`src/rtl/serial_shift_unit.sv`:
```
// Multi-cycle shifter for the R-type shift instructions (sll/srl/sra and the variable forms).
// Shifts one bit per clock under a start/busy/done handshake; result holds until the next accept.
module serial_shift_unit #(
  parameter int WIDTH = 32,
  parameter int AMT_W = 5
) (
  input  logic             clk,
  input  logic             rst_n,
  input  logic             start,
  input  logic [1:0]       op,
  input  logic [WIDTH-1:0] data_in,
  input  logic [WIDTH-1:0] amount,
  output logic             busy,
  output logic             done,
  output logic [WIDTH-1:0] result
);

  typedef enum logic [1:0] {
    IDLE  = 2'd0,
    SHIFT = 2'd1,
    DONE  = 2'd2
  } state_t;

  localparam logic [1:0] OP_SLL = 2'b00;
  localparam logic [1:0] OP_SRL = 2'b01;
  localparam logic [1:0] OP_SRA = 2'b10;
  localparam logic [1:0] OP_RSV = 2'b11;

  state_t           state;
  state_t           state_nxt;
  logic [AMT_W-1:0] cnt;
  logic [1:0]       op_q;
  logic             accept;
  logic             no_shift;
  logic             unused_amount;

  // Only the low AMT_W bits of the amount operand select the shift distance.
  assign unused_amount = ^amount[WIDTH-1:AMT_W];

  assign accept   = start && (state != SHIFT);
  assign no_shift = (amount[AMT_W-1:0] == '0) || (op == OP_RSV);
  assign busy     = (state == SHIFT);
  assign done     = (state == DONE);

  // NOTE: sequential state uses non-blocking assignments so every register
  // samples the pre-edge values, regardless of block ordering.
  always_ff @(posedge clk or negedge rst_n) begin
    if (!rst_n) begin
      state <= IDLE;
    end else begin
      state <= state_nxt;
    end
  end

  // NOTE: state_nxt gets a default before the case so no path leaves it
  // unassigned, which would otherwise infer a latch.
  always_comb begin
    state_nxt = state;
    case (state)
      IDLE, DONE: begin
        if (accept) begin
          state_nxt = no_shift ? DONE : SHIFT;
        end else begin
          state_nxt = IDLE;
        end
      end
      SHIFT: begin
        if (cnt == AMT_W'(1)) begin
          state_nxt = DONE;
        end
      end
      default: state_nxt = IDLE;
    endcase
  end

  always_ff @(posedge clk or negedge rst_n) begin
    if (!rst_n) begin
      result <= '0;
      op_q   <= '0;
      cnt    <= '0;
    end else if (accept) begin
      result <= data_in;
      op_q   <= op;
      cnt    <= amount[AMT_W-1:0];
    end else if (state == SHIFT) begin
      cnt <= cnt - 1'b1;
      case (op_q)
        OP_SLL:  result <= {result[WIDTH-2:0], 1'b0};
        OP_SRL:  result <= {1'b0, result[WIDTH-1:1]};
        OP_SRA:  result <= {result[WIDTH-1], result[WIDTH-1:1]};
        default: result <= result;
      endcase
    end
  end

endmodule

```
`config.mk`:
```
export PLATFORM = sky130hd
export DESIGN_NAME = serial_shift_unit
export DESIGN_NICKNAME = d
export VERILOG_FILES = /design/src/rtl/serial_shift_unit.sv
export SDC_FILE = /design/constraint.sdc
export NUM_CORES = 1
export LEC_CHECK = 0
export ABC_AREA = 1
export ABC_CLOCK_PERIOD_IN_PS = 2100
export BUFFER_PORTS_ARGS = -buffer_cell sky130_fd_sc_hd__buf_2
export CAP_MARGIN = 40
export CORE_MARGIN = 2
export CORE_UTILIZATION = 42
export DETAILED_ROUTE_END_ITERATION = 8
export GPL_ROUTABILITY_DRIVEN = 0
export PLACE_DENSITY = 0.67
export SKIP_LAST_GASP = 1
export SYNTH_ARGS = -nofsm -noshare
export SYNTH_HDL_FRONTEND = slang
export SYNTH_SLANG_ARGS = --single-unit
```
`constraint.sdc`:
```
create_clock -name clk -period 2.1 [get_ports clk]
set_input_delay 0.63 -clock clk [delete_from_list [all_inputs] [get_ports clk]]
set_output_delay 0.63 -clock clk [all_outputs]
set_load 0.1 [all_outputs]
```
==> reports/summary.txt, run 1 <==
Routed length per instance: 12.7 microns
FF-to-FF End: result[24]$_DFFE_PN0P_
Core Box Area: 0.00672 sq mm
Final hold vios: 0
Worst slew pin tran: 536 ps
Worst path cell trace: inv_2 -> nor2_4 -> clkbuf_4
Clock Tree Root: clkbuf_8
Crit path buf inv count: 2
Pre-antenna DRT Iters: 4
Syn Std Cell Area: 0.00290 sq mm
Ranking of synthesized cells by area: dfrtp_1, nand2_1, nand3_1
Synth Warn #: 0
Clock transition at path regs: 80 ps
Slowest-stage cell, CP: dfrtp_1
Met1 Use GR: 0.285
Iteration-0 DRC Markers: 199
Synth cell types: 28
Placed Cells: 591
WL final: 7570 microns
Worst setup SP type: flop
R2r startpoint: op_q[1]$_DFFE_PN0P_
Final setup fails: 0
Design Area, Final: 0.00343 sq mm
Reg2reg setup slack: 460 ps
Unrepaired setup endpoints after global routing: no
Status: completed
Initial antenna violation count: 0
Layout cells sized above 1: 0.197
Highest clock rate: 0.511 GHz
GRT busiest layer: met2
Global-route met2 utilization: 0.352
Syn avg cell area: 6.39 sq um
CTS tree: yes
Final period util: 0.931
Seq/Total Area, Yosys: 0.354
Die area: 0.00757 sq mm
Largest net degree at the start of global routing: 32
Post-DP Area: 0.00336 sq mm
Clock skew: 5.02 ps
Clk_lat worst skew: 290 ps
Post-route DRC: 0
CTS sink count: 41
Detailed Place HPWL: 5210 microns
Starting density of the core: 0.431
Syn-to-layout area delta: 18.6%
CP Class: flop to primary output
Slew margin rel.: 0.642
Antenna cells: 0
Critical Path RT: 1470 ps
CTS H-Tree Depth: 2
Worst Setup End Kind: primary output
Syn nets: 527
Max cap viols: 0
Setup Fix Bufs, Post-CTS: 0
Max Buffers Root-to-Sink: 2
Final antenna-violating net count: 0
Post-Synthesis Cells: 453
Final nets: 592
Worst Hold Class: primary input to async pin
Final min period: 1960 ps
Crit path max fanout: 6
Via/cell ratio: 5.01
Vias in the first global route: 2,738
R2r worst-path depth: 11
Routed vias: 2,993
Critical Path AT: 1330 ps
Post-synth top area share: 0.354
Max-slew violation count: 0
CP max stage delay: 430 ps
Crit path max-delay family: flip-flops
Die Span X: 87.0 microns
IO Port Bufs: 75
CTS buffer count: 5
All-layer global routing usage: 0.212
Met3 Track Usage GR: 0.0436
Chip height: 87.0 microns
I/O Pins: 103
Most common cell after layout, fill and taps aside: nand2_1
Yosys reg bits: 41
Most frequent cells in the layout: nand2_1, buf_2, inv_1
First-pass GRT wire length: 12,700 microns
# rows: 30
Overflow after GRT: 0
Setup TNS Final: 0 ps
Area leader, netlist: dfrtp_1
Non-Filler Instances: 597
[cell families after synthesis]
kind of cell / share of synthesized area
buffers and inverters: 0.114
AND/OR/NAND/NOR: 0.478
AO/OA/AOI/OAI: 0.0290
flip-flops: 0.354
adder cells (fa/ha/maj): 0.0216
XOR/XNOR: 0.00303
[routing by layer]
metal	vias to the layer above	wire, microns
met2	93	3620
li1	1542	-
met1	1354	3460
met3	4	447
met5	-	0
met4	0	42
[sequential cells by signal (all words and copies together), names as in the netlist]
name    flops
state       2
op_q        2
cnt         5
result     32
[Yosys cell counts (all sizes together)]
master,count
nand2,221
inv,46
dfrtp,41
nand3,40
nand4,31
buf,21
or2,16
nor2,9
clkbuf,8
o21ai,6
ha,5
o211ai,3
a21oi,1
a31oi,1
nand3b,1
o21bai,1
o221ai,1
xnor2,1
[per-stage QoR]
stage / hold WS, ps / setup slack (ps) / util
3_5_place_dp: 539 / 359 / 0.500
6_report: 309 / 145 / 0.511
5_1_grt: 328 / 66.9 / 0.511
3_3_place_gp: 515 / 363 / 0.500
4_1_cts: 323 / 30.6 / 0.511
2_1_floorplan: 334 / 245 / -
[area by class of cell]
cell class                 instances  area, sq um
fill                             712         3290
multi-input combinational        337         1540
sequential                        41         1030
timing repair buffer              87          518
inverter                          46          173
tap                               80          100
clock buffer                       5         68.8
clock inverter                     1         5.00
[worst max-delay path by stage]
stage,startpoint,endpoint,slack (ps),depth (start not counted)
2_1_floorplan,state[0]$_DFFE_PN0P_,done,240,1
3_3_place_gp,state[0]$_DFFE_PN0P_,busy,360,3
3_5_place_dp,state[0]$_DFFE_PN0P_,busy,360,3
4_1_cts,state[0]$_DFFE_PN0P_,busy,30,3
5_1_grt,state[0]$_DFFE_PN0P_,busy,70,3
6_report,state[0]$_DFFE_PN0P_,busy,140,3
[what timing repair did]
action | CTS | global route
resized for setup | 0 | 1
hold buffers | 0 | 0
setup endpoints to repair | 0 | 1
Power of run 1 is not shown: default switching activity piles up to over one toggle a cycle in this logic, so the estimate is an artifact.
==> inputs of run 2 (changes only) <==
--- a/config.mk
+++ b/config.mk
@@ -5,7 +5,6 @@
 export SDC_FILE = /design/constraint.sdc
 export NUM_CORES = 1
 export LEC_CHECK = 0
-export ABC_AREA = 1
 export ABC_CLOCK_PERIOD_IN_PS = 2100
 export BUFFER_PORTS_ARGS = -buffer_cell sky130_fd_sc_hd__buf_2
 export CAP_MARGIN = 40
@@ -13,7 +12,7 @@
 export CORE_UTILIZATION = 42
 export DETAILED_ROUTE_END_ITERATION = 8
 export GPL_ROUTABILITY_DRIVEN = 0
-export PLACE_DENSITY = 0.67
+export PLACE_DENSITY = 0.71
 export SKIP_LAST_GASP = 1
 export SYNTH_ARGS = -nofsm -noshare
 export SYNTH_HDL_FRONTEND = slang
==> reports/summary.txt, run 2 <==
Core Box Area: 0.00514 sq mm
Post-synth top area share: 0.457
Critical Path RT: 1470 ps
Overflow after GRT: 0
Biggest regs: result x32, cnt x5
Max reg flops: 32
Synth Area in Simple Gates: 0.120
First-pass GRT wire length: 9600 microns
R2r startpoint: op_q[1]$_DFFE_PN0P_
Synth Warn #: 0
Max Buffers Root-to-Sink: 2
Area leader, netlist: dfrtp_1
Post-Synthesis Cells: 245
Via/cell ratio: 5.65
Seq/Total Area, Yosys: 0.457
Worst slew pin tran: 719 ps
Initial antenna violation count: 0
Clock transition at path regs: 80 ps
Syn Std Cell Area: 0.00225 sq mm
Most common cell in the netlist: nand2_1
Setup Fix Bufs, Post-CTS: 0
Vias in the first global route: 2,050
Highest clock rate: 0.503 GHz
Fraction of registers with async set/reset: 1.00
Starting density of the core: 0.437
Most frequent cells in the layout: buf_2, nand2_1, dfrtp_1
Worst setup SP type: flop
Unrepaired setup endpoints after global routing: no
Max cap viols: 0
Register area: 0.00103 sq mm
Pre-antenna DRT Iters: 4
Die Span X: 77.1 microns
Layout cells sized above 1: 0.321
XOR/XNOR Fraction of Synth Area: 0
Syn nets: 319
Post-DP Area: 0.00268 sq mm
Largest net degree at the start of global routing: 49
Routed vias: 2,177
CP Class: flop to primary output
Final setup fails: 0
Final hold vios: 0
Antenna cells: 0
Chip height: 77.1 microns
CTS buffer count: 5
Main flop type after synthesis: dfrtp_1
Post-CTS Hold Fix Bufs: 0
Largest family of logic cells by synthesized area: compound AO/OA/AOI/OAI gates
IO Port Bufs: 75
Crit path max fanout: 14
Die area: 0.00595 sq mm
Yosys reg bits: 41
Most common cell after layout, fill and taps aside: buf_2
Final nets: 388
Slowest-stage cell, CP: dfrtp_1
Critical Path AT: 1360 ps
Syn-to-layout area delta: 24.5%
All-layer global routing usage: 0.197
I/O Pins: 103
Clock Tree Root: clkbuf_8
Most frequent cells after synthesis: nand2_1, dfrtp_1, a21oi_1
Clk_lat worst skew: 290 ps
Post-synthesis mux area share: 0.00669
Ranking of synthesized cells by area: dfrtp_1, a221oi_1, nand2_1
Final period util: 0.946
CTS sink count: 41
Slew margin rel.: 0.520
Status: completed
Routed length per instance: 14.7 microns
CTS tree: yes
Area of the multi-input gates: 0.00107 sq mm
CP max stage delay: 450 ps
CTS H-Tree Depth: 2
WL final: 5660 microns
Post-synthesis adder-cell area fraction: 0.0279
Worst Setup End Kind: primary output
Detailed Place HPWL: 3990 microns
Worst Hold Class: primary input to async pin
Synth cell types: 38
Crit path max-delay family: flip-flops
Compound-cell area share of the yosys netlist: 0.316
Syn avg cell area: 9.17 sq um
# rows: 26
Filler cells: 505
Iteration-0 DRC Markers: 139
Crit path buf inv count: 2
Biggest register: result
Crit path from: state[0]$_DFFE_PN0P_
Clock skew: 7.38 ps
Final antenna-violating net count: 0
Hold WS: 253 ps
Worst path cell trace: nand2b_4 -> clkinv_4 -> clkbuf_4
Final min period: 1990 ps
Design Area, Final: 0.00280 sq mm
Post-route DRC: 0
EDFF count, synth: 0
Max-slew violation count: 0
run 2: changes by cell type after synthesis, sizes merged, moves of 28 or more:
cell,before,now
a21oi,1,30
a221oi,0,28
inv,46,8
nand2,221,42
nand3,40,1
nand4,31,0
o21ai,6,39
run 2: layer usage:
layer  share of wire  vias to the layer above  GRT usage
met5               0                        -          0
met4           0.011                        0     0.0661
met3           0.060                        6     0.0518
met2            0.47                       67      0.312
met1            0.46                     1054      0.262
li1                -                     1050          -
run 2: what timing repair did:
action | 4_1_cts | 5_1_grt
setup endpoints to repair | 0 | 1
resized for setup | 0 | 1
hold endpoints to repair | 0 | 0
run 2: cells by family after synthesis:
logic type,Yosys count
AOI/OAI and AO/OA,109
and+or+nand+nor,60
DFF,41
buffers and inverters,29
adders and majority gates,5
muxes,1
run 2: path summary, 6_finish.rpt:
path                                           to  slack, ps  cells after the start
max                                          busy        110                      3
min                           op_q[1]$_DFFE_PN0P_        250                      1
max reg2reg                result[20]$_DFFE_PN0P_        160                      7
min reg2reg                    cnt[0]$_DFFE_PN0P_        510                      1
max in group asynchronous   result[1]$_DFFE_PN0P_       1280                      2
min in group clk               cnt[0]$_DFFE_PN0P_        510                      1
run 2: metrics by stage:
| step | worst slack, ps | utilization | TNS, ps | std cells |
|---|---|---|---|---|
| 6_report | 114 | 0.544 | 0 | 385 |
| 5_1_grt | 8.39 | 0.544 | 0 | 385 |
| 4_1_cts | 11.3 | 0.544 | 0 | 385 |
| 3_5_place_dp | 174 | 0.521 | 0 | 377 |
| 3_3_place_gp | -63.2 | 0.515 | -1190 | 375 |
| 2_1_floorplan | 231 | - | 0 | 245 |
run 2: cell type report:
class / count / area share
Clock buffer: 7 / 0.0309
Clock inverter: 1 / 0.0107
Inverter: 9 / 0.0139
Multi-Input combinational cell: 175 / 0.383
Sequential cell: 41 / 0.367
Tap cell: 70 / 0.0313
Timing Repair Buffer: 82 / 0.164
Power of run 2 is left out for the same reason.
==> inputs of run 3 (changes only) <==
--- a/config.mk
+++ b/config.mk
@@ -12,7 +12,7 @@
 export CORE_UTILIZATION = 42
 export DETAILED_ROUTE_END_ITERATION = 8
 export GPL_ROUTABILITY_DRIVEN = 0
-export PLACE_DENSITY = 0.71
+export PLACE_DENSITY = 0.73
 export SKIP_LAST_GASP = 1
 export SYNTH_ARGS = -nofsm -noshare
 export SYNTH_HDL_FRONTEND = slang
==> reports/summary.txt, run 3 (synthesis gave the netlist of run 2 again) <==
Status: completed
Unrepaired setup endpoints after global routing: no
CP max stage delay: 440 ps
WL final: 5710 microns
Max-slew violation count: 0
Detailed Place HPWL: 3960 microns
Vias in the first global route: 2,074
Core Box Area: 0.00514 sq mm
Crit path max-delay family: flip-flops
All-layer global routing usage: 0.207
Highest clock rate: 0.501 GHz
Clock transition at path regs: 80 ps
# rows: 26
Most common cell after layout, fill and taps aside: buf_2
Crit path buf inv count: 2
R2r worst-path depth: 7
CTS tree: yes
Starting density of the core: 0.437
Max reg flops: 32
Biggest register: result
Worst Hold Class: primary input to async pin
Largest net degree at the start of global routing: 59
Via/cell ratio: 5.61
Post-route DRC: 0
Worst path cell trace: nand2b_4 -> clkinv_4 -> clkbuf_4
Pre-CTS setup slack: 133 ps
I/O Pins: 103
Setup TNS Final: 0 ps
Die Span X: 77.1 microns
Routed vias: 2,156
Clock skew: 11.3 ps
Worst slew pin tran: 579 ps
CTS buffer count: 5
Antenna cells: 0
Critical Path RT: 1470 ps
Crit path max fanout: 14
IO Port Bufs: 75
Slowest-stage cell, CP: dfrtp_1
Hold WS: 326 ps
Clock Tree Root: clkbuf_8
Final period util: 0.950
FF-to-FF End: result[2]$_DFFE_PN0P_
Final min period: 1990 ps
CP Class: flop to primary output
CTS sink count: 41
Slew margin rel.: 0.614
Final antenna-violating net count: 0
Setup WS post-layout: 105 ps
Iteration-0 DRC Markers: 262
Chip height: 77.1 microns
Critical Path AT: 1360 ps
Worst Setup End Kind: primary output
Pre-antenna DRT Iters: 4
Biggest regs: result x32, cnt x5
CTS H-Tree Depth: 2
Final setup fails: 0
Max cap viols: 0
Max Buffers Root-to-Sink: 2
Reg2reg setup slack: 330 ps
First-pass GRT wire length: 10000 microns
Routed length per instance: 14.9 microns
Final nets: 387
Syn-to-layout area delta: 23.4%
Non-Filler Instances: 384
Worst setup SP type: flop
Die area: 0.00595 sq mm
Most frequent cells in the layout: buf_2, nand2_1, dfrtp_1
Final hold vios: 0
R2r startpoint: op_q[1]$_DFFE_PN0P_
Placed Cells: 376
Initial antenna violation count: 0
Setup Fix Bufs, Post-CTS: 0
Overflow after GRT: 0
CP Depth: 3
Layout cells sized above 1: 0.322
Clk_lat worst skew: 300 ps
==> run 3: cell count changes in the layout (fill, tap and decap cells not counted) <==
cell,previous run,this run
clkbuf_8,6,7
buf_8,2,1
nor2_2,2,1
clkinv_2,0,1
bufinv_16,1,0
nor2_4,1,2
clkbuf_1,1,0
==> run 3: layer usage <==
layer  track usage  wire length, microns  vias to the layer above
li1              -                     -                     1052
met1         0.282                  2620                     1036
met2         0.324                  2710                       62
met3        0.0471                   312                        6
met4        0.0750                    71                        0
met5             0                     0                        -
==> run 3: metrics by stage <==
step	instance area, sq um	util
after floorplan	2250	-
after global placement	2650	0.515
after detailed placement	2660	0.518
after CTS	2760	0.538
after global routing	2770	0.539
final	2770	0.539
==> run 3: worst max path at each step <==
stage,from,endpoint,slack [ps]
2_1_floorplan,state[0]$_DFFE_PN0P_,done,230
3_3_place_gp,op_q[0]$_DFFE_PN0P_,result[29]$_DFFE_PN0P_,-80
3_5_place_dp,op_q[1]$_DFFE_PN0P_,result[16]$_DFFE_PN0P_,130
4_1_cts,state[1]$_DFFE_PN0P_,busy,10
5_1_grt,state[0]$_DFFE_PN0P_,busy,30
6_report,state[0]$_DFFE_PN0P_,busy,110
==> run 3: layout make-up <==
cell class                 count  area [sq um]
multi-input combinational    175          1070
clock buffer                   7          96.3
sequential                    41          1030
clock inverter                 1          5.00
inverter                       9          38.8
tap                           70          87.6
fill                         525          2370
timing repair buffer          81           443
==> run 3: timing repair <==
action,4_1_cts,5_1_grt
setup endpoints to repair,0,13
hold buffers,0,0
gates resized for setup,0,2
Power of run 3 is left out for the same reason.
